==> src/rtl/ap_hs_latency_probe.sv <==
// Latency/interval/iteration probe for an ap_ctrl_hs kernel handshake.
// Each completed transaction produces one record, buffered in a small FIFO.
module ap_hs_latency_probe #(
   parameter int CNT_W = 32,
   parameter int DEPTH = 4
) (
   input  logic             ap_clk,
   input  logic             ap_rst_n,
   input  logic             enable,
   input  logic             mon_start,
   input  logic             mon_done,
   input  logic             mon_iter,
   output logic             busy,
   output logic             rec_valid,
   input  logic             rec_ready,
   output logic [CNT_W-1:0] rec_latency,
   output logic [CNT_W-1:0] rec_interval,
   output logic [CNT_W-1:0] rec_iters,
   output logic [15:0]      rec_seq,
   output logic [15:0]      drop_cnt
);

   localparam int AW = $clog2(DEPTH);

   typedef enum logic {
      S_IDLE,
      S_ACTIVE
   } state_t;

   typedef struct packed {
      logic [CNT_W-1:0] lat;
      logic [CNT_W-1:0] intv;
      logic [CNT_W-1:0] iters;
      logic [15:0]      seq;
   } rec_t;

   state_t           r_state;
   state_t           w_next_state;
   logic             w_start;
   logic             w_done;

   logic [CNT_W-1:0] r_cyc;
   logic [CNT_W-1:0] r_prev_start;
   logic             r_first;
   logic [CNT_W-1:0] r_lat;
   logic [CNT_W-1:0] r_intv;
   logic [CNT_W-1:0] r_iters;
   logic [15:0]      r_seq;
   logic [15:0]      r_drop;

   rec_t             r_mem [DEPTH];
   logic [AW:0]      r_wr_ptr;
   logic [AW:0]      r_rd_ptr;

   logic [CNT_W-1:0] w_interval;
   logic [CNT_W-1:0] w_iters_done;
   rec_t             w_rec;
   rec_t             w_head;
   logic             w_empty;
   logic             w_full;
   logic             w_pop;
   logic             w_push;
   logic             w_drop;

   // NOTE: every output of this block is defaulted first so no path leaves a latch.
   always_comb begin
      w_next_state = r_state;
      busy         = 1'b0;
      w_start      = 1'b0;
      w_done       = 1'b0;
      case (r_state)
         S_IDLE: begin
            if (mon_start && enable) begin
               w_start = 1'b1;
               if (mon_done) w_done = 1'b1;
               else          w_next_state = S_ACTIVE;
            end
         end
         S_ACTIVE: begin
            busy = 1'b1;
            if (mon_done) begin
               w_done       = 1'b1;
               w_next_state = S_IDLE;
            end
         end
         default: w_next_state = S_IDLE;
      endcase
   end

   // Modular subtraction keeps the interval correct across counter wrap.
   assign w_interval   = r_first ? '0 : r_cyc - r_prev_start;
   assign w_iters_done = (mon_iter && r_iters != '1) ? r_iters + CNT_W'(1) : r_iters;

   always_comb begin
      w_rec.seq = r_seq;
      if (r_state == S_ACTIVE) begin
         w_rec.lat   = r_lat;
         w_rec.intv  = r_intv;
         w_rec.iters = w_iters_done;
      end else begin
         w_rec.lat   = '0;
         w_rec.intv  = w_interval;
         w_rec.iters = CNT_W'(mon_iter);
      end
   end

   assign w_empty = (r_wr_ptr == r_rd_ptr);
   assign w_full  = (r_wr_ptr[AW] != r_rd_ptr[AW]) &&
                    (r_wr_ptr[AW-1:0] == r_rd_ptr[AW-1:0]);
   assign w_pop   = !w_empty && rec_ready;
   assign w_push  = w_done && (!w_full || w_pop);
   assign w_drop  = w_done && w_full && !w_pop;

   // NOTE: sequential state uses non-blocking assignments so all registers update together.
   always_ff @(posedge ap_clk or negedge ap_rst_n) begin
      if (!ap_rst_n) begin
         r_state      <= S_IDLE;
         r_cyc        <= '0;
         r_prev_start <= '0;
         r_first      <= 1'b1;
         r_lat        <= '0;
         r_intv       <= '0;
         r_iters      <= '0;
         r_seq        <= '0;
         r_drop       <= '0;
         r_wr_ptr     <= '0;
         r_rd_ptr     <= '0;
      end else begin
         r_state <= w_next_state;
         r_cyc   <= r_cyc + CNT_W'(1);

         if (w_start) begin
            r_prev_start <= r_cyc;
            r_first      <= 1'b0;
            r_intv       <= w_interval;
            r_lat        <= CNT_W'(1);
            r_iters      <= CNT_W'(mon_iter);
         end else if (r_state == S_ACTIVE) begin
            if (r_lat != '1) r_lat <= r_lat + CNT_W'(1);
            r_iters <= w_iters_done;
         end

         if (w_done) r_seq <= r_seq + 16'd1;
         if (w_drop && r_drop != 16'hFFFF) r_drop <= r_drop + 16'd1;
         if (w_push) r_wr_ptr <= r_wr_ptr + (AW+1)'(1);
         if (w_pop)  r_rd_ptr <= r_rd_ptr + (AW+1)'(1);
      end
   end

   // NOTE: storage is left unreset; outputs are masked while the FIFO is empty.
   always_ff @(posedge ap_clk) begin
      if (w_push) r_mem[r_wr_ptr[AW-1:0]] <= w_rec;
   end

   assign w_head       = r_mem[r_rd_ptr[AW-1:0]];
   assign rec_valid    = !w_empty;
   assign rec_latency  = w_empty ? '0 : w_head.lat;
   assign rec_interval = w_empty ? '0 : w_head.intv;
   assign rec_iters    = w_empty ? '0 : w_head.iters;
   assign rec_seq      = w_empty ? '0 : w_head.seq;
   assign drop_cnt     = r_drop;

endmodule

==> config.mk <==
export PLATFORM = sky130hd
export DESIGN_NAME = ap_hs_latency_probe
export DESIGN_NICKNAME = d
export VERILOG_FILES = /design/src/rtl/ap_hs_latency_probe.sv
export SDC_FILE = /design/constraint.sdc
export NUM_CORES = 1
export LEC_CHECK = 0
export ABC_AREA = 1
export BUFFER_PORTS_ARGS = -buffer_cell sky130_fd_sc_hd__buf_2
export CELL_PAD_IN_SITES_DETAIL_PLACEMENT = 1
export CELL_PAD_IN_SITES_GLOBAL_PLACEMENT = 1
export CORE_MARGIN = 10
export CORE_UTILIZATION = 41
export DETAILED_ROUTE_END_ITERATION = 10
export PLACE_DENSITY_LB_ADDON = 0.1
export SYNTH_ARGS = -nofsm -noshare
export SYNTH_HDL_FRONTEND = slang
export SYNTH_SLANG_ARGS = --single-unit
==> constraint.sdc <==
create_clock -name ap_clk -period 7.9 [get_ports ap_clk]
set_clock_uncertainty 0.05 [all_clocks]
set_input_delay 1.58 -clock ap_clk [delete_from_list [all_inputs] [get_ports ap_clk]]
set_output_delay 1.58 -clock ap_clk [all_outputs]
set_load 0.005 [all_outputs]
==> impl_metrics.tcl <==
set metrics [dict create \
    p_leak_nw 15.3 \
    fin_cells 4469 \
    pwr-share-comb 0.296 \
    slowest_stage "dfrtp_4" \
    start_util 0.412 \
    clk_pin_slew_worst_paths_ns 0.05 \
    p_int_mw 7.10 \
    p_clk_frac 0.311 \
    die_w_um 296 \
    r2r_start "r_rd_ptr[0]" \
    timing.final.crit_period_ns 5.44 \
    ys_types 49 \
    hold_buffers 0 \
    maxSlewHeadroom 0.289 \
    synth_edf_count 448 \
    seq_area_frac_synth 0.592 \
    num_io_pins 137 \
    synthTopCellsByArea "edfxtp_1 (43%), dfrtp_1 (16%), nand2_1 (9.5%)" \
    core-area_um2 75700 \
    viasPerCell 5.18 \
    ant_nets 0 \
    startpoint "r_rd_ptr[0]" \
    p_sw_frac 0.352 \
    cts_resized 0 \
    pwr-share-seq 0.393 \
    critPathMaxFanout 76 \
    cts_tree "done" \
    antenna_found_initial 0 \
    drcViolationCount 0 \
    yosysTopAreaCell "edfxtp_1" \
    post-cts-setup-buffers 0 \
    clockRootBuffer "clkbuf_16" \
    cts.path.max_buffers 3 \
    syn_avg_cell_area_um2 9.34 \
    path_cells "inv_6 > nand2_1 > a21oi_1 > nand2_4 > buf_4 > nand2_1 > inv_1 > buf_2" \
    worstPathRequired_ns 6.27 \
    critPathLaunchType "flip-flop" \
    antenna_cells 0 \
    grt_overflow 0 \
    syn_area_um2 31200 \
    yosys_warnings 0 \
    layout-drive-gt1-share 0.0974 \
    rsz0062_at_grt "no" \
    num_vias 23200 \
    insertion_delay_ns 0.62 \
    ir_worst_vdd_mv 0.200 \
    yosysMostFrequentCell "nand2_1" \
    p_per_area_nw_per_um2 312 \
    crit_top_cell "nand2_1" \
    setup_viol_count_final 0 \
    grt_pass1_vias 24600 \
    gr-usage-all-layers 0.193 \
    syn2layout_area_growth_pct 12.8 \
    wl_um 84200 \
    async_flop_share 0.309 \
    setup-tns-final_ns 0 \
    cts.sink_count 648 \
    maxSlewViolCount 0 \
    synth_ff_type "edfxtp_1" \
    dieArea_um2 87400 \
    hold_violations 0 \
    routabilityCongestion 0.845 \
    grt_max_degree 131 \
    numCtsBuffers 72 \
    final_nets 3481 \
    arrival_ns 3.81 \
    maxCapViolations 0 \
    synth_cells 3335 \
    tightest_slew_ns 1.07 \
    grt_pass1_wl_um 135000 \
    synth-seq-cells 648 \
    post_drt_wl_per_cell_um 18.8 \
    drt_iter0_markers 1206 \
    end_kind "primary output" \
    whs_path_depth 2 \
    fin_crit_sh 0.688 \
    p_sw_mw 3.85 \
    min_from "r_intv[21]" \
    status "complete, no violations" \
    synth_fp_nets 3385 \
    ff2ff_path_depth 7 \
    crit_type "reg2out" \
    port_buffers 136 \
    die_h_um 296 \
    dr.pass1.iters 5 \
    hold_class "reg2reg" \
    dp_cells 4335 \
    hpwl_um 56400 \
    rows 101 \
    synth_top_cells_by_count "nand2_1 (787), nor2_1 (484), edfxtp_1 (448), inv_1 (447), o21ai_0 (228)" \
    cpPeakStageDelay_ns 0.87 \
    timing.fmax_ghz 0.184 \
    h-tree-depth 3 \
    netlist.area_leader.share 0.432 \
]
final timing paths:
check	end	slack (ns)
setup / recovery	rec_iters[10]	2.46
hold / removal	r_intv[21]	0.43
setup reg to reg	r_mem[1][72]	4.01
hold reg to reg	r_intv[21]	0.43
max in group asynchronous	r_rd_ptr[0]	5.67
min in group asynchronous	r_prev_start[5]	0.86
flip-flops by register name, summed over array words and instances, names as in the netlist, 3 cells and up:
signal	flops
drop_cnt	16
r_wr_ptr	3
r_intv	32
r_mem	448
r_iters	32
r_rd_ptr	3
r_seq	16
r_cyc	32
r_lat	32
r_prev_start	32
cell type report:
class                      instances  area [um^2]
sequential                       648        18500
fill                            8666        40600
inverter                         456         1720
multi-input combinational       2096        10400
tap                              978         1220
timing repair buffer             157          873
clock inverter                    35          428
clock buffer                      99         1980
layout by cell type (no fill, tap or decap), types with 3 or more instances in the layout:
cell type / instances
buf_2: 135
o31ai_1: 5
nand2_2: 5
ha_1: 42
bufinv_16: 6
inv_2: 6
nand3b_1: 5
o21bai_1: 3
o21ai_2: 12
nor3_2: 11
a21oi_1: 36
nor3_1: 48
inv_1: 447
clkbuf_1: 19
xnor2_1: 17
clkinv_1: 5
clkinvlp_4: 5
dfrtp_4: 3
xor2_1: 80
nand3_1: 115
clkbuf_8: 8
clkbuf_16: 72
o21ai_0: 228
edfxtp_1: 448
nor2_4: 9
clkinv_2: 12
nor2_2: 4
dfrtp_1: 196
or2_2: 3
nand4_1: 61
o32ai_1: 112
nor2_1: 480
o21ai_1: 8
nand2_4: 7
buf_4: 19
inv_6: 4
nand2_1: 786
kinds of logic (layout without fill, tap and decap cells):
family                   after synthesis  count (layout)  synth area share
XOR/XNOR                              97              97            0.0273
AND/OR/NAND/NOR                     1547            1547             0.207
flip-flops                           648             648             0.592
adder cells (fa/ha/maj)               43              43            0.0175
AO/OA/AOI/OAI                        409             409            0.0818
buffers and inverters                591             747            0.0739
worst max-delay path, delay by kind of cell (launching register included):
| kind | cells | cell delay (ns) |
|---|---|---|
| AOI/OAI and AO/OA | 1 | 0.12 |
| buffers and inverters | 4 | 1.21 |
| DFF | 1 | 0.87 |
| and+or+nand+nor | 3 | 0.86 |
power by group through the flow:
stage | clock network, mW | logic (mW) | registers, mW
3_5_place_dp | 0 | 3.35 | 4.37
6_report | 3.41 | 3.24 | 4.30
3_3_place_gp | 0 | 3.24 | 4.35
2_1_floorplan | 0 | 2.02 | 4.25
4_1_cts | 3.49 | 3.37 | 4.31
5_1_grt | 3.64 | 3.72 | 4.35
per-layer routing:
layer,track usage,part of all wire
met5,0,0
met4,0.0430,0.014
met3,0.0251,0.032
met2,0.338,0.49
met1,0.252,0.46
metrics by stage:
stage | util | setup WS, ns | hold slack (ns) | total power, mW | cell area, um^2
5_1_grt | 0.464 | 2.10 | 0.453 | 11.7 | 35100
4_1_cts | 0.464 | 2.35 | 0.433 | 11.2 | 35100
3_5_place_dp | 0.432 | 3.03 | 0.418 | 7.73 | 32700
6_report | 0.464 | 2.46 | 0.429 | 11.0 | 35100
3_3_place_gp | 0.432 | 3.14 | 0.415 | 7.59 | 32700
2_1_floorplan | - | 0.431 | 0.400 | 6.27 | 31200
(Power assumes the default switching activity.)
